===== config.mk =====
export PLATFORM = sky130hd
export DESIGN_NAME = uart_tx_sched
export DESIGN_NICKNAME = d
export VERILOG_FILES = /design/src/rtl/uart_tx_sched.sv
export SDC_FILE = /design/constraint.sdc
export NUM_CORES = 1
export LEC_CHECK = 0
export ABC_CLOCK_PERIOD_IN_PS = 3230
export CAP_MARGIN = 15
export CORE_MARGIN = 2
export CORE_UTILIZATION = 25
export CTS_BUF_LIST = sky130_fd_sc_hd__clkbuf_2
export CTS_CLUSTER_DIAMETER = 120
export DETAILED_ROUTE_END_ITERATION = 8
export PLACE_DENSITY = 0.69
export SYNTH_ARGS = -nofsm -noshare
export SYNTH_HDL_FRONTEND = slang
export SYNTH_SLANG_ARGS = --single-unit

===== constraint.sdc =====
create_clock -name clk -period 3.23 [get_ports clk]
set_input_delay 0.323 -clock clk [delete_from_list [all_inputs] [get_ports clk]]
set_output_delay 0.323 -clock clk [all_outputs]
set_load 0.03 [all_outputs]

===== src/rtl/uart_tx_sched.sv =====
// Round-robin scheduler sharing one uart_tx serializer among NUM_REQ byte producers.
// Optional frame watchdog with a sticky timeout_err flag: define UART_TX_SCHED_TIMEOUT_EN.
module uart_tx_sched #(
    parameter int NUM_REQ = 4
`ifdef UART_TX_SCHED_TIMEOUT_EN
    ,
    parameter int TIMEOUT_CYCLES = 1200
`endif
) (
    input  logic                       clk,
    input  logic                       rst_n,
    input  logic [NUM_REQ-1:0]         req_valid,
    input  logic [8*NUM_REQ-1:0]       req_data,
    output logic [NUM_REQ-1:0]         req_ready,
    output logic [7:0]                 tx_data,
    output logic                       tx_send,
    input  logic                       tx_done,
    output logic                       busy,
    output logic [$clog2(NUM_REQ)-1:0] grant_id
`ifdef UART_TX_SCHED_TIMEOUT_EN
    ,
    output logic                       timeout_err
`endif
);

    localparam int IDW = $clog2(NUM_REQ);

    typedef enum logic [1:0] {
        ST_IDLE = 2'd0,
        ST_SEND = 2'd1,
        ST_WAIT = 2'd2
    } state_t;

    state_t             state_reg;
    logic [7:0]         req_bytes [NUM_REQ];
    logic [NUM_REQ-1:0] above_mask;
    logic [NUM_REQ-1:0] upper_valid;
    logic [NUM_REQ-1:0] win_onehot;
    logic [IDW-1:0]     win_idx;
    logic               any_valid;

`ifdef UART_TX_SCHED_TIMEOUT_EN
    localparam int CW = $clog2(TIMEOUT_CYCLES + 1);
    logic [CW-1:0] wait_cnt_reg;
`endif

    // Lowest-numbered set bit; the caller guarantees at least one bit is set.
    function automatic logic [IDW-1:0] lowest(input logic [NUM_REQ-1:0] v);
        logic [IDW-1:0] idx;
        idx = '0;
        for (int i = NUM_REQ - 1; i >= 0; i--) begin
            if (v[i]) begin
                idx = IDW'(i);
            end
        end
        return idx;
    endfunction

    // Requesters above the last grant get first pick, then the search wraps to 0.
    genvar gi;
    generate
        for (gi = 0; gi < NUM_REQ; gi++) begin : g_req
            assign req_bytes[gi]  = req_data[8*gi +: 8];
            assign above_mask[gi] = (IDW'(gi) > grant_id);
            assign win_onehot[gi] = any_valid && (win_idx == IDW'(gi));
        end
    endgenerate

    assign any_valid   = |req_valid;
    assign upper_valid = req_valid & above_mask;
    assign win_idx     = (|upper_valid) ? lowest(upper_valid) : lowest(req_valid);

    // Gated by rst_n so no producer sees an accept while the block is held in reset.
    assign req_ready = (rst_n && (state_reg == ST_IDLE)) ? win_onehot : '0;
    assign busy      = (state_reg != ST_IDLE);

    always_ff @(posedge clk or negedge rst_n) begin
        if (!rst_n) begin
            state_reg    <= ST_IDLE;
            tx_data      <= 8'h00;
            tx_send      <= 1'b0;
            grant_id     <= IDW'(NUM_REQ - 1);
`ifdef UART_TX_SCHED_TIMEOUT_EN
            wait_cnt_reg <= '0;
            timeout_err  <= 1'b0;
`endif
        end else begin
            tx_send <= 1'b0;
            case (state_reg)
                ST_IDLE: begin
                    if (any_valid) begin
                        tx_data   <= req_bytes[win_idx];
                        grant_id  <= win_idx;
                        tx_send   <= 1'b1;
                        state_reg <= ST_SEND;
                    end
                end
                ST_SEND: begin
                    state_reg <= ST_WAIT;
`ifdef UART_TX_SCHED_TIMEOUT_EN
                    wait_cnt_reg <= '0;
`endif
                end
                ST_WAIT: begin
                    // tx_data stays put here: the serializer re-samples it in its start bit.
                    if (tx_done) begin
                        state_reg <= ST_IDLE;
`ifdef UART_TX_SCHED_TIMEOUT_EN
                    end else if (wait_cnt_reg == CW'(TIMEOUT_CYCLES - 1)) begin
                        state_reg   <= ST_IDLE;
                        timeout_err <= 1'b1;
                    end else begin
                        wait_cnt_reg <= wait_cnt_reg + 1'b1;
`endif
                    end
                end
                default: begin
                    state_reg <= ST_IDLE;
                end
            endcase
        end
    end

endmodule


==> flow_summary.yaml <==
run_status:
  status: "complete, no violations"
floorplan:
  initial_core_util: 0.260
  dieArea_um2: 4320
  coreArea_um2: 3660
  fp.dieW_um: 65.8
  ios: 55
  die_h_um: 65.8
  rows: 22
pwr:
  p_leak_uw: 0.000621
  ir_worst_vdd_v: 0.000269
  power.total_uw: 1330
  p_per_area_nw_per_um2: 843
route:
  top_layer: "met4"
  wl_met2_um: 1370
  drt-initial-drc-count: 32
  ant_nets: 0
  wl_met1_um: 1190
  first_pass_iters: 4
  viasPerCell: 4.64
  met3WireLength_um: 173
  drc_errors: 0
  num_vias: 932
  finalWirelength_um: 2750
  wire_per_inst_um: 13.7
setup_path:
  cp.required_ns: 2.91
  crit_type: "in -> out"
  crit_path_start_kind: "primary input"
  r2r-start: "state_reg[1]"
  crit_fanout: 6
  cp-end-kind: "primary output"
  startpoint: "req_valid[1]"
  cp.arrival_ns: 2.54
clock_network:
  clk_pin_slew_ns: 0.13
  worstSkewPairLatency_ns: 0.28
  cts_buffers: 3
  cts_root_buffer: "clkbuf_2"
  htree_levels: 1
  clkSinkCount: 13
  cts_resized: 0
  cts_tree: "yes"
  ctsHoldBuffers: 0
  clockBufferDepth: 2
  cts_setup_buffers: 0
cells_and_area:
  largest_reg_flops: 8
  antenna_cells: 0
  nNetsFinal: 193
  syn_to_final_growth_pct: 65.1
  layout-drive-gt1-share: 0.235
  fill_cells: 358
global_routing:
  grt_pass1_vias: 958
  gr-total-overflow: 0
  grt_pass1_wl_um: 4450
  gr-usage-all-layers: 0.132
  grt_start_max_net_pins: 21
  grt_antenna_before_repair: 0
sta:
  fmax_ghz: 0.350
  hold_violations: 0
  final_max_slew_viol_count: 0
  fin_setup_tns_ns: 0
  period_minus_slack_ns: 2.86
  rsz0062_at_grt: "no"
  setup_slack_ns: 0.369
  final-setup-viol-count: 0
  slew_headroom: 0.610
  skew_ns: 0.0122
  worst_pin_slew_ns: 0.584
  period_share: 0.886
yosys:
  synth_cell_type_count: 31
  yosysWarnings: 0
  syn_area_per_cell_um2: 9.93
  syn_area_um2: 953
  seq_area_frac_synth: 0.344
  syn-num-nets: 135
  syn_inst: 96
  synth_top_area_frac: 0.289
  ys_top_cells_by_area: "dfrtp_1 29%, mux2_2 11%, a211oi_2 9.2%"
  synth-seq-cells: 13
  yosysTopAreaCell: "dfrtp_1"
placement:
  preCtsSetupSlack_ns: 0.384
  place_hpwl_um: 2200
  port_buffers: 54
  gp_congestion: 0.723
flow_run:
  timing.max_cap.violations: 0
hold_path:
  hp-class: "in -> async"
-- worst max-delay path, cell delays in order --
cell and delay, ns:
clkdlybuf4s50_1 0.55, or3b_1 0.37, o221a_2 0.16, nand3b_1 0.19, nor4_1 0.22, clkdlybuf4s50_1 0.72
-- cell usage after synthesis (all sizes together) --
cell type	count
nand2	1
nand3b	1
nor2	11
o221a	1
a21oi	1
buf	5
nand3	1
mux2i	8
mux2	9
inv	2
nor3b	1
and2	1
a21o	1
o21a	1
or2b	1
or2	2
dfstp	2
or3b	1
nor4	3
o21bai	1
dfrtp	11
clkbuf	2
a211oi	8
nor3	17
nor2b	2
o21ai	2
-- cell usage in the layout (no fill, tap or decap) --
cell type         n
nor3b_1           1
clkbuf_2          4
clkdlybuf4s50_1  54
or3b_1            1
buf_4             6
nand3b_1          1
dfstp_2           2
o21a_4            1
and2_1            1
or2b_2            1
nor2_1           11
dfrtp_1          11
mux2_2            9
a21oi_2           1
nor4_1            3
nor2b_1           1
o21bai_1          1
nor3_1           16
o221a_2           1
mux2i_1           8
inv_1             2
nand3_1           1
a211oi_1          1
or2_2             2
a211oi_2          7
o21ai_0           2
nand2_1           1
a21o_1            1
nor2b_4           1
nor3_4            1
-- power by group --
part           leakage [uW]  switching, uW  internal [uW]
Sequential         0.000145           57.2            255
Combinational      0.000459            502            426
Clock             0.0000166           53.5           32.8
Total              0.000621            613            715
-- through the flow --
stage	instance area [um2]	hold slack [ns]	util	instances
2_1_floorplan	953	0.0274	-	96
3_3_place_gp	1550	0.500	0.424	197
3_5_place_dp	1550	0.510	0.424	197
4_1_cts	1570	0.344	0.430	201
5_1_grt	1570	0.338	0.430	201
6_report	1570	0.336	0.430	201
-- final timing paths --
| path | cells past startpoint | to | slack [ns] |
|---|---|---|---|
| max reg2reg | 6 | tx_data[0] | 1.19 |
| max | 6 | req_ready[0] | 0.37 |
| min reg2reg | 1 | state_reg[1] | 0.53 |
| min | 1 | tx_data[3] | 0.34 |
| min in group clk | 1 | state_reg[1] | 0.53 |
| max in group asynchronous | 2 | state_reg[1] | 2.42 |
-- layer usage --
metal / track usage / vias up
met5: 0 / -
met4: 0.0313 / 0
met3: 0.0223 / 2
met2: 0.244 / 34
met1: 0.157 / 431
li1: - / 465
-- final cells by class --
cell class	instances	area [um2]	area share
Timing Repair Buffer	60	586	0.372
Multi-Input combinational cell	74	573	0.364
Sequential cell	13	328	0.208
Tap cell	48	60.1	0.0382
Clock buffer	4	20.0	0.0127
Inverter	2	7.51	0.00477
-- logic make-up after synthesis --
family | Yosys count | synth area share
AOI/OAI and AO/OA | 15 | 0.163
buffers and inverters | 9 | 0.0551
DFF | 13 | 0.344
muxes | 17 | 0.190
and+or+nand+nor | 42 | 0.248
No activity file was read; power rests on OpenSTA's default activity.
==> edit (same flow settings) <==
The 3 states of `state_t` get a one-hot encoding in 3 bits.
--- a/src/rtl/uart_tx_sched.sv
+++ b/src/rtl/uart_tx_sched.sv
@@ -27,6 +27,6 @@
 
-    typedef enum logic [1:0] {
-        ST_IDLE = 2'd0,
-        ST_SEND = 2'd1,
-        ST_WAIT = 2'd2
+    typedef enum logic [2:0] {
+        ST_IDLE = 3'b001,
+        ST_SEND = 3'b010,
+        ST_WAIT = 3'b100
     } state_t;
Formal check against the unedited RTL: same outputs for any inputs over 10 cycles, from zero or initial values and one cycle with rst_n low; not proved beyond that.
==> edit against the original RTL <==
Global-route usage decreased by 0.60 points; sequential cell count grew 1; routed wire length fell by 19%; power shrank 10%; worst setup slack gained 0.16 ns; critical endpoint is now req_ready[2]; first-iteration DRC count decreased by 41%; area after synthesis down 14%; combinational power down 16%; final area down 8.7%.
==> edit: results (changes against the original RTL) <==
INFO  metric met1Wirelength = 886 µm (-26%)
INFO  metric antenna_found_initial = 0 (unchanged)
INFO  metric hold_buffers = 0 (unchanged)
INFO  metric top_sig_layer = met4
INFO  metric hold_path_class = input pin to asynchronous set/reset pin
INFO  metric dr_wl_met3 = 177 µm (+2.3%)
INFO  metric leakage = 0.631 nW (+1.6%)
INFO  metric post-cts-setup-buffers = 0 (unchanged)
INFO  metric status = complete, no violations
INFO  metric dp_hpwl = 1.78 mm (-19%)
INFO  metric met2_length = 1.15 mm (-16%)
INFO  metric synth-warning-count = 0 (unchanged)
INFO  metric ir_worst_vdd = 0.299 mV (+11%)
INFO  metric largest_net_degree_at_the_start_of_global_routing = 18 (-14%)
INFO  metric io_buffer_count = 54 (unchanged)
INFO  metric worst_pin_slew = 0.443 ns (-0.141 ns)
INFO  metric maximum_fanout_along_the_worst_path = 13 (+7)
INFO  metric clock_skew = 0.0144 ns (+0.00214 ns)
INFO  metric clockBufferDepth = 2 (unchanged)
INFO  metric insertedDiodeCount = 0 (unchanged)
INFO  metric synth.net_count = 125 (-7.4%)
INFO  metric synth_sequential_area_ratio = 0.433 (+0.0896)
INFO  metric wl_per_cell = 11.9 µm (-13%)
INFO  metric dr_total_vias = 844 (-9.4%)
INFO  metric async_reset_ff_frac = 1.00 (unchanged)
INFO  metric clock_latency = 0.26 ns (-0.02 ns)
INFO  metric top_flip_flop_cell_by_instance_count_after_synthesis = dfrtp_1
INFO  metric clk_pin_slew = 0.13 ns (about the same)
INFO  metric numCtsBuffers = 3 (unchanged)
INFO  metric dp_cells = 183 (-7.1%)
INFO  metric detail_route.iter0.violations = 19 (-41%)
INFO  metric maximum_level_of_the_cts_h_tree = 1 (unchanged)
INFO  metric fillCellCount = 315 (-12%)
INFO  metric share_of_post_route_cells_with_drive_strength_above_1 = 0.0699 (-0.165)
INFO  metric synth.top_cells.by_count = mux2i_1 (16), nand2_1 (14), dfrtp_1 (11)
INFO  metric synthesis.area = 817 µm² (-14%)
INFO  metric yosys.cell_types.count = 21 (-32%)
INFO  metric clock_tree.root_cell = clkbuf_2
INFO  metric largest_register_ffs = 8 (unchanged)
INFO  metric netlist_top_cells_area = dfrtp_1 (34%), mux2i_1 (20%), dfstp_2 (9.6%), o221ai_1 (8.6%), nand2_1 (6.4%)
INFO  metric routabilityCongestion = 0.750 (+3.8%)
INFO  metric cts_resized = 0 (unchanged)
INFO  metric avgViaCountPerCell = 4.51 (-2.7%)
INFO  metric global_route_usage_sum = 0.126 (-0.00598)
INFO  metric postSynthCellCount = 86 (-10%)
INFO  metric grt_first_pass_wirelength = 3.55 mm (-20%)
INFO  metric drt_pass1_iterations = 4 (unchanged)
edit: changes by cell type after synthesis, sizes merged, moves of 2 or more:
cell	change
a211oi	-8
nand2	+13
nor2b	-2
mux2	-9
nor4	-3
nor3	-16
buf	-3
or2	-2
inv	+5
mux2i	+8
o221ai	+8
edit: cells by family (layout without fill, tap and decap cells):
kind of cell           count (synthesis)  count (layout)  synth area share
DFF                                   14              14             0.433
and+or+nand+nor                       32              32             0.172
AOI/OAI and AO/OA                     14              14             0.139
buffers and inverters                 10              67            0.0597
muxes                                 16              16             0.196
edit: metrics by stage:
stage	setup WS (ns)	power (mW)	utilization	area, µm²
after detailed placement	0.501	1.13	0.460	1420
after global placement	0.555	1.11	0.460	1420
after global routing	0.360	1.29	0.467	1440
after CTS	0.495	1.22	0.467	1440
final	0.531	1.19	0.467	1440
after floorplan	1.09	0.832	-	817
edit: report_power, final:
part	switching, mW	total (mW)	internal (mW)	leakage [nW]
combinational	0.438	0.776	0.338	0.445
clock	0.0510	0.0839	0.0329	0.0166
sequential	0.0551	0.333	0.278	0.169
edit: critical path, cell delays in order:
cell and delay, ns:
clkdlybuf4s50_1 0.52, nor2_1 0.08, a21o_1 0.33, inv_1 0.20, nand3_1 0.12, nor2_1 0.11
clkdlybuf4s50_1 0.69
edit: layout make-up:
cell class | count | area share
clock buffer | 4 | 0.0139
inverter | 7 | 0.0183
multi-input combinational | 62 | 0.296
sequential | 14 | 0.247
tap | 44 | 0.0383
timing repair buffer | 56 | 0.387
edit: path summary, 6_finish.rpt:
kind                            depth (start not counted)           end  slack, ns         start
worst max-delay path                                    7  req_ready[2]       0.53  req_valid[3]
worst min-delay path                                    2    tx_data[2]       0.36         rst_n
worst max register to register                          6    tx_data[3]       1.26   grant_id[0]
worst min register to register                          2    tx_data[7]       0.50    tx_data[7]
max in group asynchronous                               2   grant_id[0]       2.61         rst_n
min in group clk                                        2    tx_data[7]       0.50    tx_data[7]
edit: per-layer routing:
metal  vias up  GRT usage
met4         0     0.0280
met1       392      0.149
met2        29      0.229
met3         2     0.0294
met5         -          0
li1        421          -
